==> config.mk <==
export PLATFORM = sky130hd
export DESIGN_NAME = cosh_job_dispatcher
export DESIGN_NICKNAME = d
export VERILOG_FILES = /design/src/rtl/cosh_job_dispatcher.sv
export SDC_FILE = /design/constraint.sdc
export NUM_CORES = 1
export LEC_CHECK = 0
export ABC_CLOCK_PERIOD_IN_PS = 2310
export CELL_PAD_IN_SITES_DETAIL_PLACEMENT = 1
export CELL_PAD_IN_SITES_GLOBAL_PLACEMENT = 2
export CORE_MARGIN = 4
export CORE_UTILIZATION = 23
export DETAILED_ROUTE_END_ITERATION = 10
export PLACE_DENSITY = 0.75
export RECOVER_POWER = 25
export SETUP_SLACK_MARGIN = 0.15
export SYNTH_ARGS = -nofsm -noshare
export SYNTH_HDL_FRONTEND = slang
export SYNTH_SLANG_ARGS = --single-unit
==> constraint.sdc <==
create_clock -name clk -period 2.31 [get_ports clk]
set_input_delay 0.231 -clock clk [delete_from_list [all_inputs] [get_ports clk]]
set_output_delay 0.231 -clock clk [all_outputs]
set_load 0.03 [all_outputs]
==> src/rtl/cosh_job_dispatcher.sv <==
// Queues cosh arguments in a DEPTH-entry FIFO and runs them one at a time through the cosh datapath.
// Job latency is 4 cycles minimum; in_ready drops when the FIFO is full; the result is held until out_ready.
module cosh_job_dispatcher #(
    parameter int DEPTH   = 4,
    parameter int TIMEOUT = 15
) (
    input  logic        clk,
    input  logic        rst,
    input  logic        in_valid,
    input  logic [15:0] in_x,
    output logic        in_ready,
    output logic [15:0] cosh_x,
    output logic        cosh_start,
    input  logic        cosh_done,
    input  logic [17:0] cosh_result,
    output logic        out_valid,
    input  logic        out_ready,
    output logic [17:0] out_result,
    output logic [15:0] out_x,
    output logic [3:0]  fifo_count,
    output logic        busy,
    output logic        timeout_err
);

    localparam int PW = (DEPTH <= 2) ? 1 : (DEPTH <= 4) ? 2 : 3;

    typedef enum logic [1:0] {
        S_IDLE   = 2'd0,
        S_LAUNCH = 2'd1,
        S_WAIT   = 2'd2,
        S_HOLD   = 2'd3
    } state_t;

    state_t            state_q, state_d;
    logic [15:0]       mem_q [DEPTH];
    logic [15:0]       mem_d [DEPTH];
    logic [PW-1:0]     wr_ptr_q, wr_ptr_d;
    logic [PW-1:0]     rd_ptr_q, rd_ptr_d;
    logic [3:0]        count_q, count_d;
    logic [15:0]       cosh_x_q, cosh_x_d;
    logic [5:0]        tmo_q, tmo_d;
    logic              out_valid_q, out_valid_d;
    logic [17:0]       out_result_q, out_result_d;
    logic [15:0]       out_x_q, out_x_d;
    logic              err_q, err_d;
    logic              push, pop;

    // Pointers wrap at DEPTH, which need not be a power of two.
    function automatic logic [PW-1:0] ptr_inc(input logic [PW-1:0] p);
        return (p == PW'(DEPTH - 1)) ? '0 : p + 1'b1;
    endfunction

    always_comb begin
        in_ready = (count_q < 4'(DEPTH));
        push     = in_valid && in_ready;
        pop      = (state_q == S_IDLE) && (count_q != 4'd0);

        mem_d = mem_q;
        if (push) begin
            mem_d[wr_ptr_q] = in_x;
        end
        wr_ptr_d = push ? ptr_inc(wr_ptr_q) : wr_ptr_q;
        rd_ptr_d = pop  ? ptr_inc(rd_ptr_q) : rd_ptr_q;

        count_d = count_q;
        case ({push, pop})
            2'b10:   count_d = count_q + 4'd1;
            2'b01:   count_d = count_q - 4'd1;
            default: count_d = count_q;
        endcase

        state_d      = state_q;
        cosh_x_d     = cosh_x_q;
        tmo_d        = tmo_q;
        out_valid_d  = out_valid_q;
        out_result_d = out_result_q;
        out_x_d      = out_x_q;
        err_d        = err_q;

        case (state_q)
            S_IDLE: begin
                if (pop) begin
                    cosh_x_d = mem_q[rd_ptr_q];
                    state_d  = S_LAUNCH;
                end
            end
            S_LAUNCH: begin
                tmo_d   = 6'd0;
                state_d = S_WAIT;
            end
            S_WAIT: begin
                // A done arriving on the final allowed cycle still wins over the timeout.
                if (cosh_done) begin
                    out_result_d = cosh_result;
                    out_x_d      = cosh_x_q;
                    out_valid_d  = 1'b1;
                    state_d      = S_HOLD;
                end else begin
                    tmo_d = tmo_q + 6'd1;
                    if (tmo_q + 6'd1 == 6'(TIMEOUT)) begin
                        err_d   = 1'b1;
                        state_d = S_IDLE;
                    end
                end
            end
            S_HOLD: begin
                if (out_ready) begin
                    out_valid_d = 1'b0;
                    state_d     = S_IDLE;
                end
            end
            default: state_d = S_IDLE;
        endcase
    end

    always_ff @(posedge clk) begin
        if (rst) begin
            state_q      <= S_IDLE;
            for (int i = 0; i < DEPTH; i++) begin
                mem_q[i] <= 16'd0;
            end
            wr_ptr_q     <= '0;
            rd_ptr_q     <= '0;
            count_q      <= 4'd0;
            cosh_x_q     <= 16'd0;
            tmo_q        <= 6'd0;
            out_valid_q  <= 1'b0;
            out_result_q <= 18'd0;
            out_x_q      <= 16'd0;
            err_q        <= 1'b0;
        end else begin
            state_q      <= state_d;
            mem_q        <= mem_d;
            wr_ptr_q     <= wr_ptr_d;
            rd_ptr_q     <= rd_ptr_d;
            count_q      <= count_d;
            cosh_x_q     <= cosh_x_d;
            tmo_q        <= tmo_d;
            out_valid_q  <= out_valid_d;
            out_result_q <= out_result_d;
            out_x_q      <= out_x_d;
            err_q        <= err_d;
        end
    end

    assign cosh_x      = cosh_x_q;
    assign cosh_start  = (state_q == S_LAUNCH);
    assign out_valid   = out_valid_q;
    assign out_result  = out_result_q;
    assign out_x       = out_x_q;
    assign fifo_count  = count_q;
    assign busy        = (state_q != S_IDLE);
    assign timeout_err = err_q;

endmodule

# Word-level counts from Yosys, hierarchy flattened
# Cells that the tools add are included.
[op_classes] n_eq_ne=13 reduce_logical=15 add_sub_neg=5 n_mux=19 n_bitwise=3 n_lt_le_gt_ge=4
[op_table] operator="64-bit bitwise mux" count=1
[op_table] operator="16-bit 2-to-1 mux" count=3
[op_table] operator="16-bit binary-select mux with 2-bit select" count=1
[op_table] operator="16-bit demux with 2-bit select" count=1
[op_table] operator="2-bit 2-to-1 mux" count=6
[op_table] operator="6-bit case mux with 2 select lines" count=1
[op_table] operator="2-bit equality test, second input constant" count=5
[op_table] operator="3-bit AND reduction" count=3
[op_table] operator="2-bit != test, second input constant" count=4
[op_table] operator="2-bit case mux with 4 select lines" count=1
[op_table] operator="4-bit case mux with 2 select lines" count=1
[op_table] operator="2-bit nonzero test" count=4
[op_table] operator="6-bit by 1-bit adder with 6-bit output, second input constant" count=1
[op_table] operator="6-bit by 4-bit equality test with 1-bit output, second input constant" count=1
[op_table] operator="3-bit greater-or-equal comparator, second input constant" count=2
[op_table] operator="6-bit 2-to-1 mux" count=1
[op_table] operator="2-bit inverter with 3-bit output" count=2
[op_table] operator="2-bit AND reduction" count=3
[op_table] operator="2-bit by 1-bit adder with 2-bit output, second input constant" count=2
[op_table] operator="4-bit by 1-bit adder with 4-bit output, second input constant" count=1
[op_table] operator="2-bit by 1-bit equality test with 1-bit output, second input constant" count=2
[op_table] operator="4-bit by 3-bit < comparator with 1-bit output, second input constant" count=1
[op_table] operator="4-bit nonzero test" count=1
[op_table] operator="4-bit by 1-bit subtractor with 4-bit output, second input constant" count=1
[op_table] operator="other kinds (7)" count=10
[word_totals] inputBits=39 output_inout_bits=59 register_bits=132

# Depth between registers and ports, before layout
[logic_depth] word_depth=6 depth_mapped=11 mapped_depth_nobuf=10

# Worst setup path before layout
# OpenSTA, ideal clock, no wires.
[synth_path] kind="reg-to-reg" startpoint="register count_q[2] (netlist: fifo_count[2])" endpoint="register count_q[2] (netlist: fifo_count[2])" arrival_ns=2.624 required_ns=2.240 stages_incl_launch_ff=12 slack_ns=-0.385 setup_time_ns=0.070 path_cell_list="dfxtp_1 -> nor2_1 -> a21o_1 -> inv_2 -> buf_2 -> ha_1 -> xor2_1 -> ha_1 -> a21oi_1 -> xor2_1 -> or3_1 -> a21oi_1"
[synth_between] elab_chain_cells=4 elab_cells_between_ends=10 classes_between="add/sub: 2; order compare: 1; eq/ne: 2; mux: 1; reduce/logical: 4"
[synth_rtl] element="from (decl)" line="39" text="logic [3:0] count_q, count_d;"
[synth_rtl] element="from (signal assigned)" line="136" text="count_q <= count_d;"
[synth_rtl] element="4-bit by 3-bit < comparator with 1-bit output *" line="54" text="in_ready = (count_q < 4'(DEPTH));"
[synth_rtl] element="via in_ready" line="11" text="output logic in_ready,"
[synth_rtl] element="1-bit logical AND *" line="55" text="push = in_valid && in_ready;"
[synth_rtl] element="2-bit by 1-bit equality test with 1-bit output or 2-bit equality test (tied branches)" line="66" text="case ({push, pop})"
[synth_rtl] element="4-bit case mux with 2 select lines or 2-bit nonzero test (tied branches)"
# Mark *: on every way through the listed nets, which the timed path passes. The rest lies on a longest branch.
# A chain may end at the register's enable or synchronous reset.

# Worst setup path after layout
[layout_path] startpoint="register count_q[1] (netlist: fifo_count[1])" endpoint="register count_q[2] (netlist: fifo_count[2])"
[layout_between] elab_chain_cells=4 elab_cells_between_ends=10 classes_between="add/sub: 2; order compare: 1; eq/ne: 2; mux: 1; reduce/logical: 4"
[layout_rtl] element="4-bit by 3-bit < comparator with 1-bit output or 4-bit nonzero test (tied branches)" line="54, 56"
[layout_rtl] element="1-bit logical AND, on equally long branches" line="55, 56"
[layout_rtl] element="2-bit by 1-bit equality test with 1-bit output or 2-bit equality test (tied branches)" line="66"
[layout_rtl] element="4-bit case mux with 2 select lines or 2-bit nonzero test (tied branches)"
# Parallel ways exist; a longest one is shown, timed or not.

==> run_summary.xml <==
<?xml version="1.0" encoding="UTF-8"?>
<metrics>
  <group name="drt">
    <metric name="route.detailed.wl_per_inst" unit="um">14.9</metric>
    <metric name="route.final.wire_length" unit="um">16000</metric>
    <metric name="drt_iter0_markers" unit="">271</metric>
    <metric name="detail_route.drc_violations" unit="">0</metric>
    <metric name="detail-route-antenna-nets" unit="">0</metric>
    <metric name="vias" unit="">4672</metric>
    <metric name="drt_pass1_iterations" unit="">4</metric>
    <metric name="route.detailed.vias_per_inst" unit="">4.35</metric>
  </group>
  <group name="critical_path">
    <metric name="worstPathArrival" unit="ns">2.42</metric>
    <metric name="worstSetupPathType" unit="">reg2reg</metric>
    <metric name="cp-start-kind" unit="">flop</metric>
    <metric name="critPathRequiredTime" unit="ns">2.65</metric>
    <metric name="critical_path.endpoint_type" unit="">flop</metric>
    <metric name="crit_fanout" unit="">8</metric>
  </group>
  <group name="logic_synthesis">
    <metric name="ys_ff_latch" unit="">132</metric>
    <metric name="synth.yosys.seq_area_share" unit="">0.489</metric>
    <metric name="post_synth_instance_area" unit="um2">5400</metric>
    <metric name="ys_types" unit="">40</metric>
    <metric name="dominantRegCellSynth" unit="">dfxtp_1</metric>
    <metric name="syn-mean-instance-area" unit="um2">8.29</metric>
    <metric name="netlist_instances" unit="">652</metric>
    <metric name="ys.warnings.count" unit="">0</metric>
    <metric name="synthesis.nets" unit="">701</metric>
    <metric name="synth_enable_flop_cells" unit="">0</metric>
    <metric name="async_flop_share" unit="">0</metric>
  </group>
  <group name="global_route">
    <metric name="groute.layer.met2.usage" unit="">0.203</metric>
    <metric name="grt-busiest-layer" unit="">met2</metric>
    <metric name="globalRoute.totalOverflow" unit="">0</metric>
    <metric name="met1_usage" unit="">0.170</metric>
    <metric name="met3_usage" unit="">0.0301</metric>
    <metric name="number_of_global_route_vias_before_repair" unit="">4698</metric>
    <metric name="grt_pass1_wl" unit="um">26200</metric>
    <metric name="grt_antenna_before_repair" unit="">0</metric>
    <metric name="maximum_number_of_pins_on_one_net_before_global_route_repair" unit="">61</metric>
    <metric name="gr-usage-all-layers" unit="">0.127</metric>
  </group>
  <group name="final_layout">
    <metric name="nNetsFinal" unit="">797</metric>
    <metric name="drive_above_1_share" unit="">0.109</metric>
    <metric name="ff_latch_area" unit="um2">2650</metric>
    <metric name="antenna_cells_inserted" unit="">0</metric>
    <metric name="num-fill-cells" unit="">2706</metric>
    <metric name="multi_input_gate_area" unit="um2">2530</metric>
    <metric name="area_overhead_of_the_layout_relative_to_synthesis" unit="%">36.4</metric>
  </group>
  <group name="floorplan">
    <metric name="floorplan.core_area" unit="um2">22800</metric>
    <metric name="initial_utilization" unit="">0.236</metric>
    <metric name="chipWidth" unit="um">161</metric>
    <metric name="die_area" unit="um2">26000</metric>
    <metric name="ioPinCount" unit="">98</metric>
    <metric name="floorplan.rows" unit="">55</metric>
    <metric name="die_h" unit="um">161</metric>
  </group>
  <group name="cts">
    <metric name="clockRootBuffer" unit="">clkbuf_16</metric>
    <metric name="numCtsBuffers" unit="">17</metric>
    <metric name="clkLatencyLatePin" unit="ns">0.42</metric>
    <metric name="clock_pin_slew_worst_setup_and_hold_paths" unit="ns">0.06</metric>
    <metric name="cts_sinks" unit="">132</metric>
    <metric name="h-tree-depth" unit="">4</metric>
    <metric name="cts.hold.buffers_added" unit="">0</metric>
    <metric name="tritoncts" unit="">built</metric>
    <metric name="clk_path_buf_depth" unit="">2</metric>
    <metric name="cts-resized-gates" unit="">0</metric>
    <metric name="post_cts_buffers" unit="">0</metric>
  </group>
  <group name="timing">
    <metric name="timing.slew.headroom" unit="">0.378</metric>
    <metric name="timing.fmax" unit="MHz">482</metric>
    <metric name="final_report_max_slew_violation_count" unit="">0</metric>
    <metric name="min_period" unit="ns">2.07</metric>
    <metric name="timing_worst_slew_pin_value" unit="ns">0.933</metric>
    <metric name="timing.final.crit_share" unit="">0.897</metric>
    <metric name="worst_clock_skew" unit="ns">0.00622</metric>
    <metric name="fin_ws" unit="ns">0.237</metric>
    <metric name="timing_hold_violations_final" unit="">0</metric>
    <metric name="tns" unit="ns">0</metric>
    <metric name="rsz0062_at_grt" unit="">false</metric>
    <metric name="setup_viol" unit="">0</metric>
  </group>
  <group name="pwr">
    <metric name="powerDensity" unit="nW/um2">1060</metric>
    <metric name="finalPower" unit="W">0.00780</metric>
    <metric name="worst_ir_drop_vdd" unit="uV">416</metric>
    <metric name="p_leak" unit="nW">2.47</metric>
  </group>
  <group name="placement">
    <metric name="pre_cts_slack" unit="ns">0.0241</metric>
    <metric name="place.gp.congestion" unit="">0.699</metric>
    <metric name="dp.final_hpwl" unit="um">10700</metric>
    <metric name="place.port_buffers" unit="">97</metric>
  </group>
  <group name="min_path">
    <metric name="hold_wc_path_type" unit="">in2reg</metric>
  </group>
  <group name="outcome">
    <metric name="run_status" unit="">finished, final reports clean</metric>
  </group>
  <group name="flow_run">
    <metric name="max_cap_violations" unit="">0</metric>
  </group>
</metrics>
-- cell families (layout without fill, tap and decap cells) --
group                      after synthesis  count (layout)  share of synthesized area
buffers and inverters                   53             162                     0.0491
adders and majority gates               10              10                     0.0232
AOI/OAI and AO/OA                      144             144                      0.139
DFF                                    132             132                      0.489
and+or+nand+nor                        289             289                      0.219
xor gates and xnor gates                 5               5                    0.00811
muxes                                   19              19                     0.0727
-- flip-flops by register name, summed over array words and instances (netlist names) --
signal	cells
cosh_x	16
fifo_count	4
mem_q	64
out_result	18
out_valid	1
out_x	16
rd_ptr_q	2
state_q	2
timeout_err	1
tmo_q	6
wr_ptr_q	2
-- synthesized netlist by cell type (2+ instances only) --
cell,number,area share
nor2b_1,5,0.0058
o21ai_0,3,0.0028
nand2_1,244,0.17
buf_4,7,0.0097
o311ai_0,2,0.0032
nor3b_1,4,0.0056
buf_6,3,0.0063
or4_1,2,0.0028
and2_1,5,0.0058
xor2_1,5,0.0081
mux2_2,2,0.0042
a21oi_1,131,0.12
a2bb2oi_1,2,0.0032
o21bai_1,2,0.0028
nor2_1,15,0.010
ha_1,10,0.023
mux4_2,16,0.067
buf_2,13,0.012
or3_1,3,0.0035
inv_1,7,0.0049
dfxtp_1,132,0.49
clkbuf_1,21,0.015
-- cell type report --
| class | count | share of cell area |
|---|---|---|
| clock buffers | 20 | 0.0633 |
| clock inverters | 12 | 0.0177 |
| inverters | 8 | 0.00407 |
| multi-input cells | 467 | 0.343 |
| flip-flops and latches | 132 | 0.360 |
| well taps | 313 | 0.0531 |
| repair buffers | 122 | 0.159 |
-- worst paths after layout --
kind / start / cells after the start / slack, ns / end
hold reg to reg: timeout_err / 2 / 0.45 / timeout_err
setup / recovery: fifo_count[1] / 10 / 0.24 / fifo_count[2]
hold / removal: rst / 2 / 0.23 / out_valid
setup reg to reg: fifo_count[1] / 10 / 0.24 / fifo_count[2]
-- metal layers --
metal  vias to the layer above  part of all wire
met2                        71              0.47
met4                         0             0.015
met1                      2224              0.48
met3                        20             0.041
met5                         -                 0
li1                       2357                 -
-- cell usage in the layout (no fill, tap or decap), types with 2 or more instances in the layout --
cell type,n
clkbuf_1,5
mux4_2,16
buf_12,3
or4_1,2
clkinv_4,4
clkbuf_8,3
ha_1,9
xor2_1,4
nor3b_1,4
a2bb2oi_1,2
o21ai_0,3
bufinv_16,2
a21oi_1,131
or3_1,3
o311ai_0,2
buf_4,16
clkdlybuf4s50_1,96
inv_1,6
clkinvlp_4,2
clkbuf_2,2
mux2_2,2
dfxtp_1,128
nor2b_1,5
inv_2,2
clkinv_2,4
dfxtp_2,3
nand2_1,244
nor2_1,14
o21bai_1,2
and2_0,4
clkbuf_16,17
-- power breakdown --
group          internal, W  switching (W)  leakage (nW)
logic             0.000953        0.00141          1.11
clock network      0.00167        0.00106         0.292
registers          0.00252       0.000184          1.07
total              0.00515        0.00265          2.47
-- worst max-delay path, stage by stage, from the launching register on --
cell and delay, ns:
dfxtp_1 0.49, nor2_1 0.09, a21o_1 0.18, inv_2 0.08, ha_4 0.17, xor2_2 0.15, ha_1 0.16, a21oi_1 0.05
xor2_1 0.17, or3_1 0.31, a21oi_1 0.14
-- per-stage QoR --
| step | cell area (um2) | hold slack (ns) | instances | util |
|---|---|---|---|---|
| 6_report | 7370 | 0.231 | 1074 | 0.323 |
| 5_1_grt | 7370 | 0.273 | 1074 | 0.323 |
| 4_1_cts | 7380 | 0.219 | 1074 | 0.323 |
| 3_5_place_dp | 6780 | 0.440 | 1042 | 0.297 |
| 3_3_place_gp | 6780 | 0.432 | 1042 | 0.297 |
| 2_1_floorplan | 5440 | 0.367 | 652 | - |
Power figures use the tool's default switching activity.
